File: config.mk
export PLATFORM = sky130hd
export DESIGN_NAME = hazard_sb_ctrl_flat
export DESIGN_NICKNAME = d
export VERILOG_FILES = /design/src/rtl/hazard_sb_ctrl_pkg.sv /design/src/rtl/hazard_sb_ctrl_if.sv /design/src/rtl/hazard_sb_ctrl_scoreboard.sv /design/src/rtl/hazard_sb_ctrl.sv /design/src/flat_wrapper.sv
export SDC_FILE = /design/constraint.sdc
export NUM_CORES = 1
export LEC_CHECK = 0
export BUFFER_PORTS_ARGS = -buffer_cell sky130_fd_sc_hd__buf_2
export CORE_ASPECT_RATIO = 1.75
export CORE_UTILIZATION = 48
export DETAILED_ROUTE_END_ITERATION = 10
export MAX_ROUTING_LAYER = met4
export PLACE_DENSITY = 0.8
export SKIP_CTS_REPAIR_TIMING = 1
export SYNTH_ARGS = -nofsm -noshare
export SYNTH_HDL_FRONTEND = slang
export SYNTH_HIERARCHICAL = 1
export SYNTH_SLANG_ARGS = --single-unit
export TNS_END_PERCENT = 10
File: constraint.sdc
create_clock -name clk -period 3.4 [get_ports clk]
set_clock_uncertainty 0.15 [all_clocks]
set_input_delay 0.85 -clock clk [delete_from_list [all_inputs] [get_ports clk]]
set_output_delay 0.85 -clock clk [all_outputs]
set_load 0.01 [all_outputs]
File: src/rtl/hazard_sb_ctrl_pkg.sv
// Shared types and default constants for the scoreboard-based hazard controller.
// Also holds the helper that picks the redirect target for an exception.
package hazard_sb_ctrl_pkg;

   localparam logic [31:0] EXC_VECTOR_DEF = 32'hBFC00380;
   localparam logic [31:0] ERET_CODE_DEF  = 32'h0000000e;

   typedef enum logic {
      ST_IDLE  = 1'b0,
      ST_FLUSH = 1'b1
   } ctrl_state_t;

   // ERET returns to the saved EPC; every other exception enters the common vector.
   function automatic logic [31:0] exc_target(input logic        is_eret,
                                              input logic [31:0] epc,
                                              input logic [31:0] vector);
      return is_eret ? epc : vector;
   endfunction

endpackage

File: src/rtl/hazard_sb_ctrl_if.sv
// Datapath-side bundle for the hazard controller.
// The master modport is the datapath side; the slave modport is the controller.
interface hazard_sb_ctrl_if #(
   parameter int REG_AW = 5,
   parameter int EXC_W  = 32
);
   logic [REG_AW-1:0] rs_d;
   logic [REG_AW-1:0] rt_d;
   logic              rs_used_d;
   logic              rt_used_d;
   logic              issue_d;
   logic [REG_AW-1:0] wreg_d;
   logic              long_wr_d;
   logic              long_wb_w;
   logic [REG_AW-1:0] wreg_w;
   logic [EXC_W-1:0]  excepttype_w;
   logic [31:0]       epc_w;

   logic              stall_f;
   logic              stall_d;
   logic              flush_f;
   logic              flush_d;
   logic              flush_e;
   logic              flush_m;
   logic              flush_w;
   logic              redirect_valid;
   logic [31:0]       newpc;
   logic              sb_busy;
   logic              stall_timeout;

   modport master (
      output rs_d, rt_d, rs_used_d, rt_used_d, issue_d, wreg_d, long_wr_d,
             long_wb_w, wreg_w, excepttype_w, epc_w,
      input  stall_f, stall_d, flush_f, flush_d, flush_e, flush_m, flush_w,
             redirect_valid, newpc, sb_busy, stall_timeout
   );

   modport slave (
      input  rs_d, rt_d, rs_used_d, rt_used_d, issue_d, wreg_d, long_wr_d,
             long_wb_w, wreg_w, excepttype_w, epc_w,
      output stall_f, stall_d, flush_f, flush_d, flush_e, flush_m, flush_w,
             redirect_valid, newpc, sb_busy, stall_timeout
   );
endinterface

File: src/rtl/hazard_sb_ctrl_scoreboard.sv
// Per-register pending-write scoreboard with set, clear and whole-table flush.
// It provides read ports for both decode sources and the issuing destination.
module hz_scoreboard #(
   parameter int REG_AW = 5
) (
   input  logic              clk,
   input  logic              rst,
   input  logic              set_en,
   input  logic [REG_AW-1:0] set_idx,
   input  logic              clr_en,
   input  logic [REG_AW-1:0] clr_idx,
   input  logic              flush_clr,
   input  logic [REG_AW-1:0] rs_idx,
   input  logic [REG_AW-1:0] rt_idx,
   input  logic [REG_AW-1:0] wd_idx,
   output logic              rs_pend,
   output logic              rt_pend,
   output logic              wd_pend,
   output logic              busy
);
   localparam int NREG = 2 ** REG_AW;

   logic [NREG-1:0] pend;
   logic [NREG-1:0] pend_nx;

   // The set is applied after the clear so that it wins on a same-register collision.
   // Register 0 is hardwired and can never be pending.
   always_comb begin
      pend_nx = pend;
      if (clr_en)
         pend_nx[clr_idx] = 1'b0;
      if (set_en)
         pend_nx[set_idx] = 1'b1;
      pend_nx[0] = 1'b0;
   end

   always_ff @(posedge clk) begin
      if (rst || flush_clr)
         pend <= '0;
      else
         pend <= pend_nx;
   end

   assign rs_pend = pend[rs_idx];
   assign rt_pend = pend[rt_idx];
   assign wd_pend = pend[wd_idx];
   assign busy    = |pend;

endmodule

File: src/rtl/hazard_sb_ctrl.sv
// Top-level hazard controller: scoreboard stalls, exception flush/redirect FSM,
// and a sticky watchdog that trips on runaway stalls.
module hazard_sb_ctrl
   import hazard_sb_ctrl_pkg::*;
#(
   parameter int                REG_AW       = 5,
   parameter int                EXC_W        = 32,
   parameter logic [31:0]       EXC_VECTOR   = EXC_VECTOR_DEF,
   parameter logic [EXC_W-1:0]  ERET_CODE    = EXC_W'(ERET_CODE_DEF),
   parameter int                FLUSH_CYCLES = 1,
   parameter int                MAX_STALL    = 64
) (
   input logic             clk,
   input logic             rst,
   hazard_sb_ctrl_if.slave bus
);
   localparam int FC_W = $clog2(FLUSH_CYCLES + 1);
   localparam int SC_W = $clog2(MAX_STALL + 1);
   localparam logic [FC_W-1:0] FLUSH_LOAD = FC_W'(FLUSH_CYCLES);
   localparam logic [SC_W-1:0] STALL_MAX  = SC_W'(MAX_STALL);

   ctrl_state_t     state;
   logic [FC_W-1:0] flush_cnt;
   logic [31:0]     newpc_q;
   logic [SC_W-1:0] stall_cnt;
   logic            timeout_q;

   logic        exc;
   logic        accept;
   logic        flushing;
   logic        hazard;
   logic        stall;
   logic [31:0] target;
   logic        rs_pend;
   logic        rt_pend;
   logic        wd_pend;
   logic        busy;

   assign exc      = (bus.excepttype_w != '0);
   assign accept   = (state == ST_IDLE) && exc;
   assign flushing = accept || (state == ST_FLUSH);
   assign target   = exc_target(bus.excepttype_w == ERET_CODE, bus.epc_w, EXC_VECTOR);

   // Hazard looks only at the registered pend state, so a writeback in this cycle
   // does not release the consumer until the following cycle.
   assign hazard = (bus.rs_used_d && rs_pend && (bus.rs_d != '0)) ||
                   (bus.rt_used_d && rt_pend && (bus.rt_d != '0)) ||
                   (bus.long_wr_d && wd_pend && (bus.wreg_d != '0));
   assign stall  = hazard && !flushing;

   hz_scoreboard #(
      .REG_AW (REG_AW)
   ) u_scoreboard (
      .clk       (clk),
      .rst       (rst),
      .set_en    (bus.issue_d && bus.long_wr_d && !stall),
      .set_idx   (bus.wreg_d),
      .clr_en    (bus.long_wb_w && (state == ST_IDLE)),
      .clr_idx   (bus.wreg_w),
      .flush_clr (accept),
      .rs_idx    (bus.rs_d),
      .rt_idx    (bus.rt_d),
      .wd_idx    (bus.wreg_d),
      .rs_pend   (rs_pend),
      .rt_pend   (rt_pend),
      .wd_pend   (wd_pend),
      .busy      (busy)
   );

   // Exception sequencer: the accept cycle latches the target and arms the
   // countdown; FLUSH ignores further exceptions until the count reaches 1.
   always_ff @(posedge clk) begin
      if (rst) begin
         state     <= ST_IDLE;
         flush_cnt <= '0;
         newpc_q   <= '0;
      end else begin
         case (state)
            ST_IDLE: begin
               if (exc) begin
                  newpc_q   <= target;
                  flush_cnt <= FLUSH_LOAD;
                  state     <= ST_FLUSH;
               end
            end
            ST_FLUSH: begin
               if (flush_cnt == FC_W'(1))
                  state <= ST_IDLE;
               else
                  flush_cnt <= flush_cnt - FC_W'(1);
            end
            default: state <= ST_IDLE;
         endcase
      end
   end

   // Watchdog counts consecutive stall cycles, saturating, with a sticky flag.
   always_ff @(posedge clk) begin
      if (rst) begin
         stall_cnt <= '0;
         timeout_q <= 1'b0;
      end else if (stall) begin
         if (stall_cnt != STALL_MAX)
            stall_cnt <= stall_cnt + SC_W'(1);
         if (stall_cnt >= STALL_MAX - SC_W'(1))
            timeout_q <= 1'b1;
      end else begin
         stall_cnt <= '0;
      end
   end

   assign bus.stall_f        = stall;
   assign bus.stall_d        = stall;
   assign bus.flush_f        = flushing;
   assign bus.flush_d        = flushing;
   assign bus.flush_e        = stall || flushing;
   assign bus.flush_m        = flushing;
   assign bus.flush_w        = flushing;
   assign bus.redirect_valid = accept;
   assign bus.newpc          = accept ? target : newpc_q;
   assign bus.sb_busy        = busy;
   assign bus.stall_timeout  = timeout_q;

endmodule

File: src/flat_wrapper.sv
// flat-port wrapper written by rule: the top's interface ports become plain ports
module hazard_sb_ctrl_flat import hazard_sb_ctrl_pkg::*;
#(
   parameter int                REG_AW       = 5,
   parameter int                EXC_W        = 32,
   parameter logic [31:0]       EXC_VECTOR   = EXC_VECTOR_DEF,
   parameter logic [EXC_W-1:0]  ERET_CODE    = EXC_W'(ERET_CODE_DEF),
   parameter int                FLUSH_CYCLES = 1,
   parameter int                MAX_STALL    = 64
)
  (clk, rst, bus_rs_d, bus_rt_d, bus_rs_used_d, bus_rt_used_d, bus_issue_d, bus_wreg_d, bus_long_wr_d, bus_long_wb_w, bus_wreg_w, bus_excepttype_w, bus_epc_w, bus_stall_f, bus_stall_d, bus_flush_f, bus_flush_d, bus_flush_e, bus_flush_m, bus_flush_w, bus_redirect_valid, bus_newpc, bus_sb_busy, bus_stall_timeout);
  hazard_sb_ctrl_if #(.REG_AW(REG_AW), .EXC_W(EXC_W)) bus_i ();
  input logic clk;
  input logic rst;
  input wire logic [$bits(bus_i.rs_d)-1:0] bus_rs_d;
  input wire logic [$bits(bus_i.rt_d)-1:0] bus_rt_d;
  input wire logic [$bits(bus_i.rs_used_d)-1:0] bus_rs_used_d;
  input wire logic [$bits(bus_i.rt_used_d)-1:0] bus_rt_used_d;
  input wire logic [$bits(bus_i.issue_d)-1:0] bus_issue_d;
  input wire logic [$bits(bus_i.wreg_d)-1:0] bus_wreg_d;
  input wire logic [$bits(bus_i.long_wr_d)-1:0] bus_long_wr_d;
  input wire logic [$bits(bus_i.long_wb_w)-1:0] bus_long_wb_w;
  input wire logic [$bits(bus_i.wreg_w)-1:0] bus_wreg_w;
  input wire logic [$bits(bus_i.excepttype_w)-1:0] bus_excepttype_w;
  input wire logic [$bits(bus_i.epc_w)-1:0] bus_epc_w;
  output wire logic [$bits(bus_i.stall_f)-1:0] bus_stall_f;
  output wire logic [$bits(bus_i.stall_d)-1:0] bus_stall_d;
  output wire logic [$bits(bus_i.flush_f)-1:0] bus_flush_f;
  output wire logic [$bits(bus_i.flush_d)-1:0] bus_flush_d;
  output wire logic [$bits(bus_i.flush_e)-1:0] bus_flush_e;
  output wire logic [$bits(bus_i.flush_m)-1:0] bus_flush_m;
  output wire logic [$bits(bus_i.flush_w)-1:0] bus_flush_w;
  output wire logic [$bits(bus_i.redirect_valid)-1:0] bus_redirect_valid;
  output wire logic [$bits(bus_i.newpc)-1:0] bus_newpc;
  output wire logic [$bits(bus_i.sb_busy)-1:0] bus_sb_busy;
  output wire logic [$bits(bus_i.stall_timeout)-1:0] bus_stall_timeout;
  assign bus_i.rs_d = bus_rs_d;
  assign bus_i.rt_d = bus_rt_d;
  assign bus_i.rs_used_d = bus_rs_used_d;
  assign bus_i.rt_used_d = bus_rt_used_d;
  assign bus_i.issue_d = bus_issue_d;
  assign bus_i.wreg_d = bus_wreg_d;
  assign bus_i.long_wr_d = bus_long_wr_d;
  assign bus_i.long_wb_w = bus_long_wb_w;
  assign bus_i.wreg_w = bus_wreg_w;
  assign bus_i.excepttype_w = bus_excepttype_w;
  assign bus_i.epc_w = bus_epc_w;
  assign bus_stall_f = bus_i.stall_f;
  assign bus_stall_d = bus_i.stall_d;
  assign bus_flush_f = bus_i.flush_f;
  assign bus_flush_d = bus_i.flush_d;
  assign bus_flush_e = bus_i.flush_e;
  assign bus_flush_m = bus_i.flush_m;
  assign bus_flush_w = bus_i.flush_w;
  assign bus_redirect_valid = bus_i.redirect_valid;
  assign bus_newpc = bus_i.newpc;
  assign bus_sb_busy = bus_i.sb_busy;
  assign bus_stall_timeout = bus_i.stall_timeout;
  hazard_sb_ctrl #(.REG_AW(REG_AW), .EXC_W(EXC_W), .EXC_VECTOR(EXC_VECTOR), .ERET_CODE(ERET_CODE), .FLUSH_CYCLES(FLUSH_CYCLES), .MAX_STALL(MAX_STALL)) u_core (.clk(clk), .rst(rst), .bus(bus_i));
endmodule
==> impl_metrics.py, run 1 <==
metrics = {
    "synthesis": {
        "synth_cell_types": 54,
        "yosys_register_bits": 73,
        "netlist.top_cell.by_area": "dfxtp_1",
        "avgSynthCellArea_um2": 8.37,
        "synth-edff-count": 0,
        "syn_nets": 648,
        "synth_top_area_frac": 0.315,
        "syn-cell-area_mm2": 0.00464,
        "synthTopCellsByArea": "dfxtp_1 (31%), a21oi_1 (6.5%), nand2_1 (6.4%)",
        "ys_warn_count": 6,
        "synthFlopType": "dfxtp_1",
        "synth_async_sr_flop_share": 0,
        "yosysSeqAreaShare": 0.315,
        "syn_inst": 555,
    },
    "timing": {
        "hold_violations": 0,
        "relSlewSlack": 0.590,
        "fin_setup_tns_ns": -0.172,
        "fin_ws_ns": -0.0777,
        "fin_crit_sh": 1.02,
        "max_freq_mhz": 288,
        "min_period_ns": 3.48,
        "setup-violations-final": 3,
        "worst_pin_slew_ns": 0.615,
        "rsz0062_at_grt": "true",
        "slew_violations": 0,
    },
    "setup_path": {
        "critPathCaptureType": "primary output",
        "path_max_fanout": 4,
        "critPathLaunch": "bus_rs_d[1]",
        "setup.worst_path.class": "input port to primary output",
        "r2r-start": "u_core/u_scoreboard/pend[4]",
        "worstPathRequired_ns": 2.40,
        "critPathArrivalTime_ns": 2.48,
        "cp-start-kind": "input port",
    },
    "worst_hold_path": {
        "hold_path.startpoint": "u_core/flush_cnt",
        "hp-class": "register to register",
    },
    "detailed_routing": {
        "drc": 0,
        "wl_um": 15900,
        "vias_per_cell": 6.26,
        "ant_nets": 0,
        "vias": 5188,
        "firstDrtPassIters": 5,
        "drtIter0Drc": 283,
        "route.detailed.wl_per_inst_um": 19.2,
    },
    "final_layout": {
        "final_cell_mix": "buf_2 (128), nand2_1 (79), dfxtp_1 (73), a21oi_1 (60), buf_4 (42)",
        "finish.instance_area_mm2": 0.00598,
        "fin_util": 0.636,
        "syn_to_final_growth_pct": 28.9,
        "finalNetCount": 794,
        "mostFrequentLayoutCell": "buf_2",
        "drive_gt1_frac": 0.320,
        "fillers": 819,
    },
    "clock_tree": {
        "clk_pin_slew_ns": 0.06,
        "cts-root-buf": "clkbuf_16",
        "cts_made_buffers": 9,
        "cts.sink_count": 73,
        "cts_tree": "yes",
        "clkLatencyLatePin_ns": 0.33,
        "cts.htree.levels": 3,
        "cts_buffer_depth": 2,
    },
    "global_routing": {
        "antenna_found_initial": 1,
        "grt-ovfl-total": 0,
        "grt_max_degree": 45,
        "grt_pass1_wl_um": 24400,
        "track_usage": 0.320,
        "first_global_vias": 4918,
    },
    "status": {
        "violations": "setup timing",
        "outcome": "finished with violations",
    },
    "placement": {
        "dp_hpwl_um": 11700,
        "place_congestion": 0.923,
        "io_buffers": 132,
        "pre_cts_ws_ns": -0.270,
        "placed_cell_area_mm2": 0.00557,
    },
    "floorplan": {
        "core_mm2": 0.00941,
        "start_util": 0.494,
        "die_h_um": 132,
        "die_width_um": 76.4,
        "ioPinCount": 133,
        "die_area_mm2": 0.0101,
        "std_cell_rows": 47,
    },
    "power": {
        "ir_worst_vdd_mv": 0.256,
        "p_leak_uw": 0.00248,
        "total_power_uw": 2140,
        "power_density_mw_per_mm2": 357,
    },
    "job": {
        "drv_cap": 0,
    },
}
layer usage:
layer	track usage	share of wire	vias up	wire length, um
li1	-	-	2378	-
met1	0.312	0.34	2440	5430
met3	0.0706	0.075	81	1200
met2	0.558	0.51	289	8170
met5	-	0	-	0
met4	0.216	0.070	0	1120
cell type report:
type | count | area [um2] | share of cell area
antenna | 1 | 2.50 | 0.000418
clock buffer | 10 | 239 | 0.0399
clock inverter | 6 | 65.1 | 0.0109
inverter | 6 | 22.5 | 0.00376
multi-input combinational | 433 | 2960 | 0.494
sequential | 73 | 1460 | 0.244
tap | 122 | 153 | 0.0255
timing repair buffer | 178 | 1080 | 0.181
kinds of logic (layout without fill, tap and decap cells):
family	Yosys count	after routing	share of synthesized area
flops	73	73	0.315
other cells	0	1	0
buf+inv	49	200	0.0657
compound gates	160	160	0.225
simple gates	228	228	0.272
mux	37	37	0.106
xor+xnor	6	6	0.0113
fa+ha+maj	2	2	0.00539
per-stage QoR:
step                      instances  hold slack, ns
after CTS                       826           0.319
after floorplan                 555           0.285
final                           829           0.320
after global placement          810           0.298
after detailed placement        810           0.309
after global routing            829           0.346
power breakdown:
part / switching, uW / leakage [uW] / internal [uW] / total (uW)
clock network: 361 / 0.000149 / 589 / 950
registers: 9.31 / 0.000593 / 869 / 878
logic: 166 / 0.00174 / 145 / 310
synthesized netlist by cell type (all sizes together), types with 3 or more instances:
library cell and n:
nand2 79, dfxtp 73, a21oi 60, o21ai 31
mux2i 28, o211ai 26, buf 25, nor3b 25
nand3 22, nor4 21, and2 20, clkbuf 17
nor2 13, o221a 12, o22a 12, mux4 9
a22oi 6, inv 6, nand2b 6, nand4 6
nand3b 5, xor2 5, and3 4, nor2b 4
nor3 4, or4 4, a211oi 3, and2b 3
and3b 3, and4 3, o2111ai 3
sequential cells by signal (all words and copies together), names as in the netlist:
| name | flops |
|---|---|
| u_core/bus.stall_timeout | 1 |
| u_core/stall_cnt | 7 |
| u_core/newpc_q | 32 |
| u_core/state | 1 |
| u_core/u_scoreboard/pend | 31 |
| u_core/flush_cnt | 1 |
worst max-delay path: stages:
cell	delay, ns
buf_8	0.08
mux4_2	0.49
nand2b_4	0.15
o211ai_1	0.10
nand4_1	0.11
o211ai_1	0.10
buf_4	0.16
and3_4	0.23
nand3_2	0.07
buf_6	0.13
path summary, 6_finish.rpt:
path | to | slack, ns | depth (start not counted)
worst max-delay path | bus_flush_e | -0.08 | 10
worst min-delay path | u_core/state | 0.32 | 1
worst min register to register | u_core/state | 0.32 | 1
worst max register to register | u_core/u_scoreboard/pend[16] | 0.48 | 13
No activity file was read; power rests on OpenSTA's default activity.
==> inputs of run 2 (changes only) <==
--- a/config.mk
+++ b/config.mk
@@ -8,4 +8,6 @@
 export BUFFER_PORTS_ARGS = -buffer_cell sky130_fd_sc_hd__buf_2
+export CELL_PAD_IN_SITES_DETAIL_PLACEMENT = 0
+export CELL_PAD_IN_SITES_GLOBAL_PLACEMENT = 1
 export CORE_ASPECT_RATIO = 1.75
-export CORE_UTILIZATION = 48
+export CORE_UTILIZATION = 35
 export DETAILED_ROUTE_END_ITERATION = 10
--- a/constraint.sdc
+++ b/constraint.sdc
@@ -4,2 +4,2 @@
 set_output_delay 0.85 -clock clk [all_outputs]
-set_load 0.01 [all_outputs]
+set_load 0.02 [all_outputs]
==> impl_metrics.py, run 2 (same netlist as run 1, synthesis figures left out) <==
metrics = {
    "power": {
        "ir_worst_vdd_mv": 0.244,
        "total_power_uw": 2280,
        "power_density_mw_per_mm2": 376,
        "p_leak_uw": 0.00247,
    },
    "worst_hold_path": {
        "hold_path.startpoint": "u_core/flush_cnt",
        "hold_path_depth": 1,
        "hp-class": "register to register",
        "hold_end": "u_core/state",
    },
    "clock_tree": {
        "cts-root-buf": "clkbuf_16",
        "clkLatencyLatePin_ns": 0.33,
        "cts.sink_count": 73,
        "cts_buffer_depth": 2,
        "cts_made_buffers": 9,
        "cts.htree.levels": 3,
        "clk_pin_slew_ns": 0.06,
        "cts_tree": "yes",
    },
    "final_layout": {
        "top_register": "u_core/newpc_q",
        "top_regs": "u_core/newpc_q: 32 flops, u_core/u_scoreboard/pend: 31 flops, u_core/stall_cnt: 7 flops",
        "largest_reg_flops": 32,
        "mostFrequentLayoutCell": "buf_2",
        "finish.instance_area_mm2": 0.00606,
        "drive_gt1_frac": 0.313,
        "fin_util": 0.468,
        "finalNetCount": 788,
        "fillers": 1299,
        "stdcell_count": 871,
        "final_cell_mix": "buf_2 (124), nand2_1 (79), dfxtp_1 (73), a21oi_1 (60), buf_4 (35)",
        "syn_to_final_growth_pct": 30.4,
    },
    "setup_path": {
        "cp-start-kind": "input port",
        "setup.worst_path.class": "input port to primary output",
        "r2r-start": "u_core/u_scoreboard/pend[4]",
        "worstPathRequired_ns": 2.40,
        "critPathArrivalTime_ns": 2.50,
        "r2r_slack_ns": 0.51,
        "reg2reg_to": "u_core/u_scoreboard/pend[16]",
        "rr_worst_depth": 13,
        "critPathCaptureType": "primary output",
        "path_max_fanout": 7,
    },
    "detailed_routing": {
        "drtIter0Drc": 157,
        "vias": 4972,
        "vias_per_cell": 5.71,
        "wl_um": 16000,
        "ant_nets": 0,
        "drc": 0,
        "firstDrtPassIters": 4,
        "route.detailed.wl_per_inst_um": 18.3,
    },
    "timing": {
        "fin_ws_ns": -0.0962,
        "max_freq_mhz": 286,
        "slew_violations": 0,
        "hold_violations": 0,
        "relSlewSlack": 0.587,
        "rsz0062_at_grt": "true",
        "setup-violations-final": 15,
        "worst_pin_slew_ns": 0.619,
        "fin_crit_sh": 1.03,
        "min_period_ns": 3.50,
    },
    "placement": {
        "place_congestion": 0.998,
        "place_inst": 854,
        "placed_cell_area_mm2": 0.00561,
        "dp_hpwl_um": 12300,
        "io_buffers": 132,
    },
    "floorplan": {
        "ioPinCount": 133,
        "die_h_um": 154,
        "start_util": 0.359,
        "die_width_um": 89.1,
        "core_mm2": 0.0129,
        "std_cell_rows": 55,
        "die_area_mm2": 0.0138,
    },
    "job": {
        "drv_cap": 0,
    },
    "global_routing": {
        "antenna_found_initial": 1,
        "track_usage": 0.241,
        "first_global_vias": 4781,
        "grt_pass1_wl_um": 24600,
        "grt_max_degree": 45,
        "grt-ovfl-total": 0,
    },
    "status": {
        "outcome": "finished with violations",
        "violations": "setup timing",
    },
}
[run 2: cell count changes in the layout (fill, tap and decap cells not counted), sizes merged]
cell,delta
bufinv,+2
inv,-1
buf,-6
clkinvlp,-1
clkinv,-1
[run 2: how the worst max path moves through the flow]
| stage | start | endpoint | slack (ns) | cells after the start |
|---|---|---|---|---|
| CTS | bus_rt_d[1] | bus_stall_f | -0.25 | 10 |
| floorplan | bus_rt_d[1] | bus_stall_f | 0.01 | 10 |
| global placement | bus_rt_d[1] | bus_stall_f | -0.19 | 10 |
| global route | bus_rt_d[1] | bus_stall_d | -0.15 | 10 |
| finish | bus_rt_d[0] | bus_stall_f | -0.1 | 8 |
| detailed placement | bus_rt_d[1] | bus_stall_f | -0.25 | 10 |
[run 2: report_power, final]
part / internal (uW) / leakage [uW] / switching (uW) / total, uW
clock: 732 / 0.000169 / 351 / 1080
combinational: 143 / 0.00171 / 175 / 318
sequential: 869 / 0.000593 / 8.17 / 877
[run 2: area by class of cell]
class,count,area (um2),share of cell area
tap,171,214,0.0353
timing repair buffer,172,1080,0.178
clock buffer,10,239,0.0395
antenna,1,2.50,0.000413
sequential,73,1460,0.241
clock inverter,5,104,0.0171
inverter,6,22.5,0.00372
multi-input combinational,433,2940,0.485
[run 2: layer usage]
layer / global-route usage / routed length (um) / vias up
li1: - / - / 2366
met1: 0.241 / 5820 / 2340
met2: 0.433 / 8530 / 216
met3: 0.0368 / 926 / 50
met4: 0.128 / 695 / 0
met5: - / 0 / -
[run 2: metrics by stage]
step | hold slack [ns] | setup TNS [ns] | setup WS (ns)
floorplan | 0.285 | 0 | 0.0142
global placement | 0.297 | -1.17 | -0.190
detailed placement | 0.311 | -1.91 | -0.246
CTS | 0.319 | -1.68 | -0.247
global route | 0.326 | -1.93 | -0.152
finish | 0.315 | -0.737 | -0.0962
[run 2: critical path, cell delays in order]
cell      delay [ns]
buf_4           0.12
buf_4           0.15
or4_1           0.52
o211ai_1        0.31
and3_4          0.28
buf_6           0.10
nor2_4          0.03
buf_6           0.13
==> inputs of run 3 (changes only) <==
- ABC_AREA: not set -> 1
- CORE_UTILIZATION: 35 -> 33
==> impl_metrics.py, run 3 <==
metrics = {
    "final_layout": {
        "syn_to_final_growth_pct": 24.0,
        "top_regs": "u_core/newpc_q: 32 flops, u_core/u_scoreboard/pend: 31 flops, u_core/stall_cnt: 7 flops",
        "drive_gt1_frac": 0.277,
        "stdcell_count": 1089,
        "largest_reg_flops": 32,
        "top_register": "u_core/newpc_q",
        "finalNetCount": 997,
        "mostFrequentLayoutCell": "nand2_1",
        "final_cell_mix": "nand2_1 (260), buf_2 (130), nand3_1 (92), dfxtp_1 (73), nor2_1 (63)",
        "antenna_cells": 0,
    },
    "power": {
        "p_clk_frac": 0.419,
        "p_comb_frac": 0.164,
        "switchingPower_uw": 607,
        "p_int_uw": 1490,
        "sequentialPowerShare": 0.417,
        "p_sw_frac": 0.289,
        "power_density_mw_per_mm2": 349,
        "p_leak_uw": 0.00284,
        "ir_worst_vdd_mv": 0.230,
    },
    "synthesis": {
        "ys_warn_count": 6,
        "synth-edff-count": 0,
        "yosys_register_bits": 73,
        "synth_cell_types": 33,
        "avgSynthCellArea_um2": 6.29,
        "synth_async_sr_flop_share": 0,
        "synth_commonest_cells": "nand2_1 (260), nand3_1 (94), dfxtp_1 (73), nor2_1 (63), inv_1 (55)",
        "syn_inst": 771,
        "syn-cell-area_mm2": 0.00485,
        "synth_top_area_frac": 0.301,
        "yosysSeqAreaShare": 0.301,
        "syn_nets": 864,
        "synthFlopType": "dfxtp_1",
        "yosysMostFrequentCell": "nand2_1",
        "synthTopCellsByArea": "dfxtp_1 (30%), nand2_1 (20%), nand3_1 (9.7%)",
        "netlist.top_cell.by_area": "dfxtp_1",
    },
    "detailed_routing": {
        "wl_um": 16200,
        "firstDrtPassIters": 5,
        "vias": 5444,
        "ant_nets": 0,
        "vias_per_cell": 5.00,
        "route.detailed.wl_per_inst_um": 14.8,
        "drtIter0Drc": 384,
        "drc": 0,
    },
    "setup_path": {
        "critPathCaptureType": "primary output",
        "critPathBufInv": 4,
        "path_cells": "buf_2 -> buf_4 -> nand2_1 -> nand3_1 -> nand3_1 -> nand2_1 -> nand2_1 -> nand2_1 -> nand2_1 -> nand2_1 -> nand2_1 -> inv_1 -> nand2_1 -> nand3_2 -> or2_1 -> buf_2",
        "worstPathRequired_ns": 2.40,
        "critPathArrivalTime_ns": 2.34,
        "slowest_stage": "or2_1",
        "cpPeakStageDelay_ns": 0.23,
        "crit_path_frequent_cell": "nand2_1",
        "cp-start-kind": "input port",
        "crit_family": "simple AND/OR/NAND/NOR gates",
        "setup.worst_path.class": "input port to primary output",
        "path_max_fanout": 6,
    },
    "floorplan": {
        "std_cell_rows": 58,
        "start_util": 0.338,
        "ioPinCount": 133,
        "die_h_um": 162,
        "die_area_mm2": 0.0152,
        "die_width_um": 93.7,
        "core_mm2": 0.0144,
    },
    "clock_tree": {
        "cts.htree.levels": 3,
        "cts_made_buffers": 9,
        "cts_tree": "yes",
        "clkLatencyLatePin_ns": 0.34,
        "cts_buffer_depth": 2,
        "clk_pin_slew_ns": 0.06,
        "cts.sink_count": 73,
        "cts-root-buf": "clkbuf_16",
    },
    "timing": {
        "fin_ws_ns": 0.0561,
        "worst_pin_slew_ns": 1.09,
        "fin_setup_tns_ns": 0,
        "hold_violations": 0,
        "rsz0062_at_grt": "true",
        "setup-violations-final": 0,
        "relSlewSlack": 0.274,
        "min_period_ns": 3.34,
        "fin_crit_sh": 0.984,
        "max_freq_mhz": 299,
        "slew_violations": 0,
    },
    "placement": {
        "io_buffers": 132,
        "place_inst": 1073,
        "place_congestion": 0.893,
        "pre_cts_ws_ns": -0.00357,
        "dp_hpwl_um": 12100,
    },
    "worst_hold_path": {
        "hp-class": "register to register",
    },
    "global_routing": {
        "antenna_found_initial": 0,
        "first_global_vias": 5062,
        "grt-ovfl-total": 0,
        "grt_pass1_wl_um": 25500,
        "grt_max_degree": 36,
        "track_usage": 0.224,
    },
    "status": {
        "outcome": "completed",
    },
    "job": {
        "drv_cap": 0,
    },
}
==> run 3: changes by cell type after synthesis, moves of 24 or more <==
| cell | before | now |
|---|---|---|
| nand2_1 | 79 | 260 |
| nand3_1 | 22 | 94 |
| nor2_1 | 13 | 63 |
| inv_1 | 6 | 55 |
| mux2i_1 | 28 | 0 |
| o211ai_1 | 26 | 0 |
| nor3b_1 | 25 | 1 |
==> run 3: per-layer routing <==
layer | GRT usage | share of wire | up-vias
li1 | - | - | 2738
met1 | 0.245 | 0.39 | 2454
met2 | 0.405 | 0.52 | 218
met3 | 0.0205 | 0.051 | 34
met4 | 0.0965 | 0.034 | 0
met5 | - | 0 | -
==> run 3: power by group through the flow <==
stage / clock network, uW / registers (uW) / logic [uW]
final: 880 / 876 / 344
after CTS: 897 / 876 / 342
after global routing: 933 / 877 / 377
after detailed placement: 0 / 895 / 341
after floorplan: 0 / 893 / 209
after global placement: 0 / 895 / 340
==> run 3: final timing paths <==
check	endpoint	cells past startpoint	startpoint	slack (ns)
worst max-delay path	bus_flush_e	16	bus_wreg_d[0]	0.06
worst min-delay path	u_core/newpc_q[28]	2	u_core/newpc_q[28]	0.32
worst max register to register	u_core/u_scoreboard/pend[7]	20	u_core/u_scoreboard/pend[3]	0.88
worst min register to register	u_core/newpc_q[28]	2	u_core/newpc_q[28]	0.32
==> run 3: kinds of logic (layout without fill, tap and decap cells) <==
group,after synthesis,count (layout),synth area share
AND/OR/NAND/NOR,488,488,0.455
buffers and inverters,105,243,0.110
AO/OA/AOI/OAI,100,100,0.123
flip-flops,73,73,0.301
XOR/XNOR,3,3,0.00542
adder cells (fa/ha/maj),2,2,0.00516
==> run 3: worst reg2reg max path, delay by kind of cell (launching register included) <==
kind | cells | cell delay [ns]
compound gates | 1 | 0.14
buf+inv | 5 | 0.56
flops | 1 | 0.31
simple gates | 14 | 1.27
==> run 3: final cells by class <==
| cell class | instances | area [um2] |
|---|---|---|
| clock buffers | 10 | 229 |
| clock inverters | 6 | 42.5 |
| fillers | 1611 | 8350 |
| inverters | 71 | 277 |
| multi-input cells | 593 | 2870 |
| flip-flops and latches | 73 | 1460 |
| well taps | 180 | 225 |
| repair buffers | 156 | 908 |
==> run 3: stage by stage <==
stage                     power, uW  cell area (um2)  hold WS [ns]   util
after floorplan                1100             4850         0.297      -
after global placement         1240             5720         0.295  0.398
after detailed placement       1240             5720         0.302  0.398
after CTS                      2120             5990         0.319  0.417
after global routing           2190             6010         0.330  0.419
final                          2100             6010         0.318  0.419
